`src/rtl/spec_mem_pkg.sv`:
```
// spec_mem_pkg
//   Shared types for the memory-access tracker: the tracker FSM state,
//   the per-granule record kept for each data-bus transfer, and the
//   slot-count limit.
package spec_mem_pkg;

  typedef enum logic [1:0] {
    ST_EMPTY    = 2'd0,
    ST_PENDING  = 2'd1,
    ST_COMPLETE = 2'd2
  } mem_state_e;

  // One granule of a (possibly misaligned, hence split) data access.
  typedef struct packed {
    logic [31:0] addr;
    logic        we;
    logic [3:0]  be;
    logic [31:0] wdata;
    logic [31:0] rdata;
  } gran_rec_t;

  localparam int unsigned NumSlots = 2;
  localparam logic [1:0]  GcntMax  = 2'd2;

endpackage

```
`src/rtl/spec_mem_tracker_if.sv`:
```
// spec_mem_tracker_if
//   Core data-bus signals observed by the tracker.
//   master : the core side driving request, grant and response
//   slave  : the tracker, which only observes every signal
interface spec_mem_tracker_if;
  logic        data_req_i;
  logic        data_gnt_i;
  logic        data_rvalid_i;
  logic        data_we_i;
  logic        data_err_i;
  logic [31:0] data_addr_i;
  logic [3:0]  data_be_i;
  logic [31:0] data_wdata_i;
  logic [31:0] data_rdata_i;

  modport master (
    output data_req_i, data_gnt_i, data_rvalid_i, data_we_i, data_err_i,
    output data_addr_i, data_be_i, data_wdata_i, data_rdata_i
  );

  modport slave (
    input data_req_i, data_gnt_i, data_rvalid_i, data_we_i, data_err_i,
    input data_addr_i, data_be_i, data_wdata_i, data_rdata_i
  );
endinterface

```
`src/rtl/spec_mem_tracker.sv`:
```
// spec_mem_tracker
//   Records the data-bus granules (at most two) issued by the instruction
//   currently being checked, together with their responses, and presents
//   the record to a specification model.
// Ports
//   clk_i, rst_ni          : clock, asynchronous active-low reset
//   bus (slave)            : observed core data-bus handshake and payload
//   instr_done_i           : checked instruction retired; clears the record
//   mem_read_* / mem_write_*: granule-presence flags and slot payloads
//   mem_complete_o         : every granted granule has received its rvalid
//   mem_err_o              : some response of this record carried an error
//   prot_err_o             : sticky bus-protocol violation (ProtChkEn only)
module spec_mem_tracker
  import spec_mem_pkg::*;
#(
  parameter bit ProtChkEn = 1'b1
) (
  input  logic                clk_i,
  input  logic                rst_ni,
  spec_mem_tracker_if.slave   bus,
  input  logic                instr_done_i,
  output logic                mem_read_o,
  output logic                mem_read_snd_gran_o,
  output logic                mem_write_o,
  output logic                mem_write_snd_gran_o,
  output logic [31:0]         mem_read_fst_addr_o,
  output logic [31:0]         mem_read_snd_addr_o,
  output logic [31:0]         mem_read_fst_rdata_o,
  output logic [31:0]         mem_read_snd_rdata_o,
  output logic [31:0]         mem_write_fst_addr_o,
  output logic [31:0]         mem_write_snd_addr_o,
  output logic [31:0]         mem_write_fst_wdata_o,
  output logic [31:0]         mem_write_snd_wdata_o,
  output logic [3:0]          mem_write_fst_be_o,
  output logic [3:0]          mem_write_snd_be_o,
  output logic                mem_complete_o,
  output logic                mem_err_o,
  output logic                prot_err_o
);

  mem_state_e state_reg, state_next;
  logic [1:0] gcnt_reg, gcnt_next;
  logic [1:0] rcnt_reg, rcnt_next;
  logic       err_reg, err_next;
  gran_rec_t  slot_reg  [NumSlots];
  gran_rec_t  slot_next [NumSlots];

  logic gnt_fire;
  logic gnt_acc;
  logic rv_acc;
  logic prot_hit;

  assign gnt_fire = bus.data_req_i & bus.data_gnt_i;

  // Counter / slot update. instr_done_i wins over the running record, but a
  // grant in the same cycle opens the next record in slot 0. Responses in a
  // retiring cycle belong to the record being discarded and are ignored.
  always_comb begin
    gcnt_next = gcnt_reg;
    rcnt_next = rcnt_reg;
    err_next  = err_reg;
    slot_next = slot_reg;
    gnt_acc   = 1'b0;
    rv_acc    = 1'b0;
    prot_hit  = 1'b0;

    if (instr_done_i) begin
      // Retiring with responses still owed means the core dropped one.
      if (rcnt_reg < gcnt_reg) prot_hit = 1'b1;
      gcnt_next = 2'd0;
      rcnt_next = 2'd0;
      err_next  = 1'b0;
      if (gnt_fire) begin
        gnt_acc            = 1'b1;
        slot_next[0].addr  = bus.data_addr_i;
        slot_next[0].we    = bus.data_we_i;
        slot_next[0].be    = bus.data_be_i;
        slot_next[0].wdata = bus.data_wdata_i;
        gcnt_next          = 2'd1;
      end
    end else begin
      if (gnt_fire) begin
        if (gcnt_reg == GcntMax) begin
          // Third granule: not recordable, counters stay saturated.
          prot_hit = 1'b1;
        end else begin
          gnt_acc                       = 1'b1;
          slot_next[gcnt_reg[0]].addr   = bus.data_addr_i;
          slot_next[gcnt_reg[0]].we     = bus.data_we_i;
          slot_next[gcnt_reg[0]].be     = bus.data_be_i;
          slot_next[gcnt_reg[0]].wdata  = bus.data_wdata_i;
          gcnt_next                     = gcnt_reg + 2'd1;
          // Both halves of a split access must share a direction.
          if ((gcnt_reg == 2'd1) && (bus.data_we_i != slot_reg[0].we))
            prot_hit = 1'b1;
        end
      end
      if (bus.data_rvalid_i) begin
        // Compare against the pre-grant count: a response can never belong
        // to a granule granted in the same cycle.
        if (rcnt_reg == gcnt_reg) begin
          prot_hit = 1'b1;
        end else begin
          rv_acc                        = 1'b1;
          slot_next[rcnt_reg[0]].rdata  = bus.data_rdata_i;
          rcnt_next                     = rcnt_reg + 2'd1;
          err_next                      = err_reg | bus.data_err_i;
        end
      end
    end
  end

  // FSM next state
  always_comb begin
    state_next = state_reg;
    if (instr_done_i) begin
      state_next = gnt_acc ? ST_PENDING : ST_EMPTY;
    end else begin
      unique case (state_reg)
        ST_EMPTY:    if (gnt_acc) state_next = ST_PENDING;
        ST_PENDING:  if (rv_acc && (rcnt_next == gcnt_next)) state_next = ST_COMPLETE;
        ST_COMPLETE: if (gnt_acc) state_next = ST_PENDING;
        default:     state_next = ST_EMPTY;
      endcase
    end
  end

  always_ff @(posedge clk_i or negedge rst_ni) begin
    if (!rst_ni) begin
      state_reg <= ST_EMPTY;
      gcnt_reg  <= 2'd0;
      rcnt_reg  <= 2'd0;
      err_reg   <= 1'b0;
    end else begin
      state_reg <= state_next;
      gcnt_reg  <= gcnt_next;
      rcnt_reg  <= rcnt_next;
      err_reg   <= err_next;
    end
  end

  // Slot payloads are never cleared by instr_done_i; only overwritten.
  for (genvar gi = 0; gi < NumSlots; gi++) begin : g_slot
    always_ff @(posedge clk_i or negedge rst_ni) begin
      if (!rst_ni) slot_reg[gi] <= '0;
      else         slot_reg[gi] <= slot_next[gi];
    end
  end

  if (ProtChkEn) begin : g_prot
    logic prot_reg;
    always_ff @(posedge clk_i or negedge rst_ni) begin
      if (!rst_ni) prot_reg <= 1'b0;
      else         prot_reg <= prot_reg | prot_hit;
    end
    assign prot_err_o = prot_reg;
  end else begin : g_no_prot
    assign prot_err_o = 1'b0;
  end

  // Direction of the record is taken from slot 0.
  assign mem_read_o           = (gcnt_reg != 2'd0) & ~slot_reg[0].we;
  assign mem_read_snd_gran_o  = (gcnt_reg == 2'd2) & ~slot_reg[0].we;
  assign mem_write_o          = (gcnt_reg != 2'd0) &  slot_reg[0].we;
  assign mem_write_snd_gran_o = (gcnt_reg == 2'd2) &  slot_reg[0].we;

  assign mem_read_fst_addr_o   = slot_reg[0].addr;
  assign mem_read_snd_addr_o   = slot_reg[1].addr;
  assign mem_read_fst_rdata_o  = slot_reg[0].rdata;
  assign mem_read_snd_rdata_o  = slot_reg[1].rdata;
  assign mem_write_fst_addr_o  = slot_reg[0].addr;
  assign mem_write_snd_addr_o  = slot_reg[1].addr;
  assign mem_write_fst_wdata_o = slot_reg[0].wdata;
  assign mem_write_snd_wdata_o = slot_reg[1].wdata;
  assign mem_write_fst_be_o    = slot_reg[0].be;
  assign mem_write_snd_be_o    = slot_reg[1].be;

  assign mem_complete_o = (state_reg == ST_COMPLETE);
  assign mem_err_o      = err_reg;

endmodule

```
`src/flat_wrapper.sv`:
```
// flat-port wrapper written by rule: the top's interface ports become plain ports
module spec_mem_tracker_flat import spec_mem_pkg::*;
#(
  parameter bit ProtChkEn = 1'b1
)
  (clk_i, rst_ni, instr_done_i, mem_read_o, mem_read_snd_gran_o, mem_write_o, mem_write_snd_gran_o, mem_read_fst_addr_o, mem_read_snd_addr_o, mem_read_fst_rdata_o, mem_read_snd_rdata_o, mem_write_fst_addr_o, mem_write_snd_addr_o, mem_write_fst_wdata_o, mem_write_snd_wdata_o, mem_write_fst_be_o, mem_write_snd_be_o, mem_complete_o, mem_err_o, prot_err_o, bus_data_req_i, bus_data_gnt_i, bus_data_rvalid_i, bus_data_we_i, bus_data_err_i, bus_data_addr_i, bus_data_be_i, bus_data_wdata_i, bus_data_rdata_i);
  spec_mem_tracker_if bus_i ();
  input  logic clk_i;
  input  logic rst_ni;
  input  logic instr_done_i;
  output logic mem_read_o;
  output logic mem_read_snd_gran_o;
  output logic mem_write_o;
  output logic mem_write_snd_gran_o;
  output logic [31:0] mem_read_fst_addr_o;
  output logic [31:0] mem_read_snd_addr_o;
  output logic [31:0] mem_read_fst_rdata_o;
  output logic [31:0] mem_read_snd_rdata_o;
  output logic [31:0] mem_write_fst_addr_o;
  output logic [31:0] mem_write_snd_addr_o;
  output logic [31:0] mem_write_fst_wdata_o;
  output logic [31:0] mem_write_snd_wdata_o;
  output logic [3:0] mem_write_fst_be_o;
  output logic [3:0] mem_write_snd_be_o;
  output logic mem_complete_o;
  output logic mem_err_o;
  output logic prot_err_o;
  input wire logic [$bits(bus_i.data_req_i)-1:0] bus_data_req_i;
  input wire logic [$bits(bus_i.data_gnt_i)-1:0] bus_data_gnt_i;
  input wire logic [$bits(bus_i.data_rvalid_i)-1:0] bus_data_rvalid_i;
  input wire logic [$bits(bus_i.data_we_i)-1:0] bus_data_we_i;
  input wire logic [$bits(bus_i.data_err_i)-1:0] bus_data_err_i;
  input wire logic [$bits(bus_i.data_addr_i)-1:0] bus_data_addr_i;
  input wire logic [$bits(bus_i.data_be_i)-1:0] bus_data_be_i;
  input wire logic [$bits(bus_i.data_wdata_i)-1:0] bus_data_wdata_i;
  input wire logic [$bits(bus_i.data_rdata_i)-1:0] bus_data_rdata_i;
  assign bus_i.data_req_i = bus_data_req_i;
  assign bus_i.data_gnt_i = bus_data_gnt_i;
  assign bus_i.data_rvalid_i = bus_data_rvalid_i;
  assign bus_i.data_we_i = bus_data_we_i;
  assign bus_i.data_err_i = bus_data_err_i;
  assign bus_i.data_addr_i = bus_data_addr_i;
  assign bus_i.data_be_i = bus_data_be_i;
  assign bus_i.data_wdata_i = bus_data_wdata_i;
  assign bus_i.data_rdata_i = bus_data_rdata_i;
  spec_mem_tracker #(.ProtChkEn(ProtChkEn)) u_core (.clk_i(clk_i), .rst_ni(rst_ni), .bus(bus_i), .instr_done_i(instr_done_i), .mem_read_o(mem_read_o), .mem_read_snd_gran_o(mem_read_snd_gran_o), .mem_write_o(mem_write_o), .mem_write_snd_gran_o(mem_write_snd_gran_o), .mem_read_fst_addr_o(mem_read_fst_addr_o), .mem_read_snd_addr_o(mem_read_snd_addr_o), .mem_read_fst_rdata_o(mem_read_fst_rdata_o), .mem_read_snd_rdata_o(mem_read_snd_rdata_o), .mem_write_fst_addr_o(mem_write_fst_addr_o), .mem_write_snd_addr_o(mem_write_snd_addr_o), .mem_write_fst_wdata_o(mem_write_fst_wdata_o), .mem_write_snd_wdata_o(mem_write_snd_wdata_o), .mem_write_fst_be_o(mem_write_fst_be_o), .mem_write_snd_be_o(mem_write_snd_be_o), .mem_complete_o(mem_complete_o), .mem_err_o(mem_err_o), .prot_err_o(prot_err_o));
endmodule
```
`config.mk`:
```
export PLATFORM = sky130hd
export DESIGN_NAME = spec_mem_tracker_flat
export DESIGN_NICKNAME = d
export VERILOG_FILES = /design/src/rtl/spec_mem_pkg.sv /design/src/rtl/spec_mem_tracker_if.sv /design/src/rtl/spec_mem_tracker.sv /design/src/flat_wrapper.sv
export SDC_FILE = /design/constraint.sdc
export NUM_CORES = 1
export LEC_CHECK = 0
export CAP_MARGIN = 25
export CORE_UTILIZATION = 45
export CTS_CLUSTER_SIZE = 14
export DETAILED_ROUTE_END_ITERATION = 12
export HOLD_SLACK_MARGIN = 0.06
export PLACE_DENSITY = 0.92
export SKIP_CTS_REPAIR_TIMING = 1
export SLEW_MARGIN = 20
export SYNTH_ARGS = -nofsm -noshare
export SYNTH_HDL_FRONTEND = slang
export SYNTH_SLANG_ARGS = --single-unit
```
`constraint.sdc`:
```
create_clock -name clk_i -period 2.3 [get_ports clk_i]
set_input_delay 0.23 -clock clk_i [delete_from_list [all_inputs] [get_ports clk_i]]
set_output_delay 0.23 -clock clk_i [all_outputs]
set_load 0.01 [all_outputs]
```
==> results.toml, run 1 <==
[setup_path]
worstSetupPathType = "reg2out"
cp_slowest_stage_delay_ns = 0.57
reg2regPathDepth = 7
slowest_stage = "clkdlybuf4s50_1"
crit_path_start = "u_core.gcnt_reg[1]"
r2r_slack_ns = 0.20
cp.depth = 4
worstPathArrival_ns = 1.96
cp_cell_sequence = "inv_1, ha_1, nor2b_1, clkdlybuf4s50_1"
critPathMaxFanout = 4
reg2reg_to = "u_core.state_reg[0]"
crit_path_end_kind = "output pin"
cp_top_family = "buffers and inverters"
worstPathBufferInverterCount = 2
rr_startpoint = "u_core.gcnt_reg[1]"
cp.required_ns = 2.07
cp-start-kind = "flop"

[sta]
hold_viol_final = 0
rsz0062_at_grt = "false"
finalCritPeriodShare_pct = 95.1
drv_slew = 0
finalSetupViolCount = 0
fin_crit_ns = 2.19
fmax_ghz = 0.457
skew_ns = 0.0207
worst_slew_pin_slew_ns = 0.594
maxSlewHeadroom_pct = 60.4
holdWs_ns = 0.306
layout_setup_ws_ns = 0.112

[global_routing]
antenna_found_initial = 0
grt.overflow.total = 0
grtUsageTotal_pct = 19.9
grt_pass1_vias = 6219
grt_pass1_wl_mm = 34.8
grt_start_max_net_pins = 69

[placement]
gp_congestion = 0.815
placed_cell_area_mm2 = 0.0124
numPlacedInstances = 1151
hpwlAfterDp_mm = 17.3
io_buffers = 378
pre_cts_ws_ns = 0.156

[clocking]
cts_tree = "done"
htree_levels = 1
clock-root-buffer = "clkbuf_16"
clkLatencyLatePin_ns = 0.50
cts_buffers = 23
cts.clk_slew.worst_paths_ns = 0.06
clock_sinks = 209
clk_path_buf_depth = 3

[final_layout]
fin_nets = 1011
area_delta_synth_final_pct = 31.5
antennaDiodeCount = 0
final_util_pct = 60.4
layout_commonest_cell = "clkdlybuf4s50_1"
final_cell_mix = "clkdlybuf4s50_1, dfrtp_1, mux2_2"
drive_above_1_share_pct = 27.6
final_cells = 1192
fin_area_mm2 = 0.0132

[route]
ant_nets = 0
route.detailed.drc = 0
vias = 5738
drtIter0Drc = 108
vias_per_cell = 4.81
drt_wl_total_mm = 23.6
wl_per_cell_um = 19.8
drtPass1Iterations = 4

[power_and_ir_drop]
p_sw_mw = 4.10
p_clk_share_pct = 26.2
p_sw_share_pct = 28.2
powerDensity_mw_per_mm2 = 1100
pwr-share-seq_pct = 37.7
power_frac_comb_pct = 36.1
p_int_mw = 10.4
ir_worst_vdd_uv = 788
power.leakage_nw = 5.56

[floorplanning]
initial_utilization_pct = 46.0
dieArea_mm2 = 0.0229
io_pins = 379
floorplan.rows = 54
die_w_um = 151
coreArea_mm2 = 0.0218
die_h_um = 151

[synth]
yosys_most_used_dff = "dfrtp_1"
synth_cell_type_count = 35
syn-num-nets = 867
ys_warn_count = 0
ys_seq_elements = 209
syn_inst = 753
synth-edff-count = 0
seq_area_frac_synth_pct = 52.1
syn-cell-area_mm2 = 0.0100
synth-async-reset-ratio_pct = 100
post-synth-top-area-cell = "dfrtp_1"
synth.avg_cell_area_um2 = 13.3
synth_top_area_share_pct = 52.1
synth_area_leaders = "dfrtp_1, mux2_2, buf_4"

[job]
maxCapViolations = 0

[status]
status = "finished, final reports clean"

[min_path]
hp-class = "in2async"
==> metrics by stage <==
stage / total power [mW] / TNS [ns]
floorplan: 9.04 / 0
CTS: 14.7 / -0.253
global placement: 10.6 / 0
detailed placement: 10.8 / 0
finish: 14.5 / 0
global route: 15.2 / 0
==> worst max path at each step <==
stage | end
after floorplan | u_core.mem_write_fst_wdata_o[11]
after global placement | u_core.mem_write_snd_wdata_o[31]
after detailed placement | u_core.mem_write_snd_wdata_o[29]
after CTS | mem_read_snd_gran_o
after global routing | mem_write_o
final | mem_write_o
==> logic make-up (layout without fill, tap and decap cells) <==
logic type / after synthesis / in the layout / synth area share [%]
adders and majority gates: 6 / 6 / 0.748
and+or+nand+nor: 31 / 31 / 1.83
buffers and inverters: 290 / 449 / 21.3
AOI/OAI and AO/OA: 13 / 13 / 1.10
muxes: 202 / 202 / 22.7
xor gates and xnor gates: 2 / 2 / 0.175
DFF: 209 / 209 / 52.1
==> synth_stat cells (all sizes together), types with 2 or more instances <==
library cell and number:
inv 5, nand3 5, o21ai 2, mux2 201, buf 285, nor2b 5
nand2b 3, dfrtp 209, nor2 8, a21oi 2, nand2 4, ha 6
==> final cells by class <==
type	instances	area (µm²)
fillers	1585	8640
flip-flops and latches	209	5230
repair buffers	404	4120
multi-input cells	254	2670
clock buffers	30	662
well taps	280	350
clock inverters	10	131
inverters	5	18.8
==> power groups by stage <==
stage                     clock network (mW)  logic, mW  registers (mW)
final                                   3.80       5.23            5.48
after global routing                    4.03       5.55            5.61
after CTS                               3.89       5.29            5.48
after detailed placement                   0       5.24            5.52
after global placement                     0       5.11            5.46
after floorplan                            0       3.77            5.27
==> layer usage <==
layer	vias up	global-route usage (%)	wire length (µm)
li1	2561	-	-
met1	2864	21.4	8310
met2	259	36.1	12400
met3	54	5.78	1980
met4	0	8.50	871
met5	-	0	0
(Power assumes the default switching activity.)
==> inputs of run 2 (changes only) <==
Settings changed: PLACE_DENSITY 0.92 to unset, PLACE_DENSITY_LB_ADDON set to 0.25.
==> run 2 against run 1 <==
  * Via count down 2.8%
  * Flip-flop and latch count unchanged
  * Worst setup slack worse by 0.0045 ns
  * Critical path depth unchanged
  * Die area unchanged
  * Hold slack worse by 0.0098 ns
  * Total power down 2.1%
  * Largest cell class unchanged
==> results.toml, run 2 (synthesis gave the netlist of run 1 again) <==
[clocking]
clkLatencyLatePin_ns = 0.50
clk_path_buf_depth = 3
cts.clk_slew.worst_paths_ns = 0.06
htree_levels = 1
clock_sinks = 209
cts_tree = "done"
clock-root-buffer = "clkbuf_16"
cts_buffers = 24

[route]
drtIter0Drc = 120
route.detailed.drc = 0
vias_per_cell = 4.70
wl_per_cell_um = 17.9
vias = 5576
drtPass1Iterations = 4
ant_nets = 0
drt_wl_total_mm = 21.3

[min_path]
hp-class = "in2async"

[final_layout]
fin_nets = 1004
drive_above_1_share_pct = 26.8
layout_commonest_cell = "clkdlybuf4s50_1"
final_cell_mix = "clkdlybuf4s50_1, dfrtp_1, mux2_2"
area_delta_synth_final_pct = 30.1
fin_area_mm2 = 0.0131
antennaDiodeCount = 0
fillerInstances = 1755
final_cells = 1187
final_util_pct = 59.8

[global_routing]
antenna_found_initial = 0
grt_start_max_net_pins = 73
grtUsageTotal_pct = 18.2
grt_pass1_wl_mm = 32.2
grt.overflow.total = 0
grt_pass1_vias = 5783

[sta]
skew_ns = 0.0166
rsz0062_at_grt = "false"
maxSlewHeadroom_pct = 57.3
finalSetupViolCount = 0
hold_viol_final = 0
finalCritPeriodShare_pct = 95.3
fin_crit_ns = 2.19
finalSetupTns_ns = 0
drv_slew = 0
worst_slew_pin_slew_ns = 0.640
fmax_ghz = 0.456

[power_and_ir_drop]
pwr-share-seq_pct = 38.2
p_sw_mw = 3.96
p_int_mw = 10.3
ir_worst_vdd_uv = 810
powerDensity_mw_per_mm2 = 1090
p_sw_share_pct = 27.9
power_frac_comb_pct = 36.0
p_clk_share_pct = 25.8
power.leakage_nw = 5.49

[floorplanning]
dieArea_mm2 = 0.0229
die_w_um = 151
initial_utilization_pct = 46.0
die_h_um = 151
floorplan.rows = 54
coreArea_mm2 = 0.0218
io_pins = 379

[setup_path]
r2r_slack_ns = 0.27
worstPathArrival_ns = 1.96
cp.required_ns = 2.07
critPathMaxFanout = 7
cp_top_family = "buffers and inverters"
reg2reg_to = "u_core.state_reg[0]"
crit_path_end_kind = "output pin"
slowest_stage = "clkdlybuf4s50_1"
worstSetupPathType = "reg2out"
reg2regPathDepth = 7
crit_path_start = "u_core.gcnt_reg[0]"
cp-start-kind = "flop"
rr_startpoint = "u_core.gcnt_reg[1]"
worstSetupEndpoint = "mem_read_snd_gran_o"
worstPathBufferInverterCount = 2
cp_cell_sequence = "inv_2, ha_4, nor2b_1, clkdlybuf4s50_1"
cp_slowest_stage_delay_ns = 0.60
cp.depth = 4

[placement]
io_buffers = 378
gp_congestion = 0.753
hpwlAfterDp_mm = 15.7
placed_cell_area_mm2 = 0.0122
numPlacedInstances = 1143

[status]
status = "finished, final reports clean"

[job]
maxCapViolations = 0
run 2: cell types whose count changed in the layout (fill, tap and decap cells not counted):
cell	previous run	this run
clkinv_4	1	2
buf_12	11	6
clkinv_2	5	4
clkbuf_16	23	25
buf_4	14	11
clkbuf_1	1	5
clkbuf_8	7	8
bufinv_16	3	0
clkinvlp_4	1	0
run 2: per-layer routing:
layer	up-vias	GRT usage, %	wire (µm)
met5	-	0	0
met2	231	31.8	10700
met3	28	5.48	1910
met1	2779	21.6	8330
li1	2538	-	-
met4	0	4.85	391
run 2: metrics by stage:
stage                     power (mW)  setup slack (ns)  hold WS [ns]
after floorplan                 9.04             0.369       -0.0656
after global placement          10.6             0.217         0.293
after detailed placement        10.7             0.179         0.297
after CTS                       14.4            -0.142        -0.235
after global routing            14.9           0.00894         0.325
final                           14.2             0.108         0.297
run 2: final cells by class:
type	count	area, µm²	area share (%)
clock inverter	6	37.5	0.288
multi-input combinational	254	2670	20.5
tap	280	350	2.68
timing repair buffer	396	4000	30.7
inverter	5	18.8	0.144
clock buffer	37	741	5.68
sequential	209	5230	40.1
run 2: worst min path at each step:
stage	from	slack [ns]	end	cells past startpoint
after detailed placement	rst_ni	0.30	u_core.mem_read_fst_addr_o[29]	1
after floorplan	rst_ni	-0.07	u_core.gcnt_reg[0]	0
after CTS	rst_ni	-0.24	u_core.mem_read_fst_addr_o[29]	1
final	rst_ni	0.30	u_core.mem_read_fst_addr_o[29]	2
after global routing	bus_data_err_i	0.33	u_core.mem_err_o	3
after global placement	rst_ni	0.29	u_core.mem_read_fst_addr_o[29]	1
run 2: power by group through the flow:
stage	clock network [mW]	logic [mW]	registers, mW
floorplan	0	3.77	5.27
global placement	0	5.12	5.44
detailed placement	0	5.17	5.49
CTS	3.77	5.19	5.44
global route	3.90	5.46	5.58
finish	3.67	5.12	5.42
==> inputs of run 3 (changes only) <==
Settings changed: SLEW_MARGIN 20 to unset.
==> results of run 3 <==
No change in the layout: final DEF, timing and power equal those of run 2.
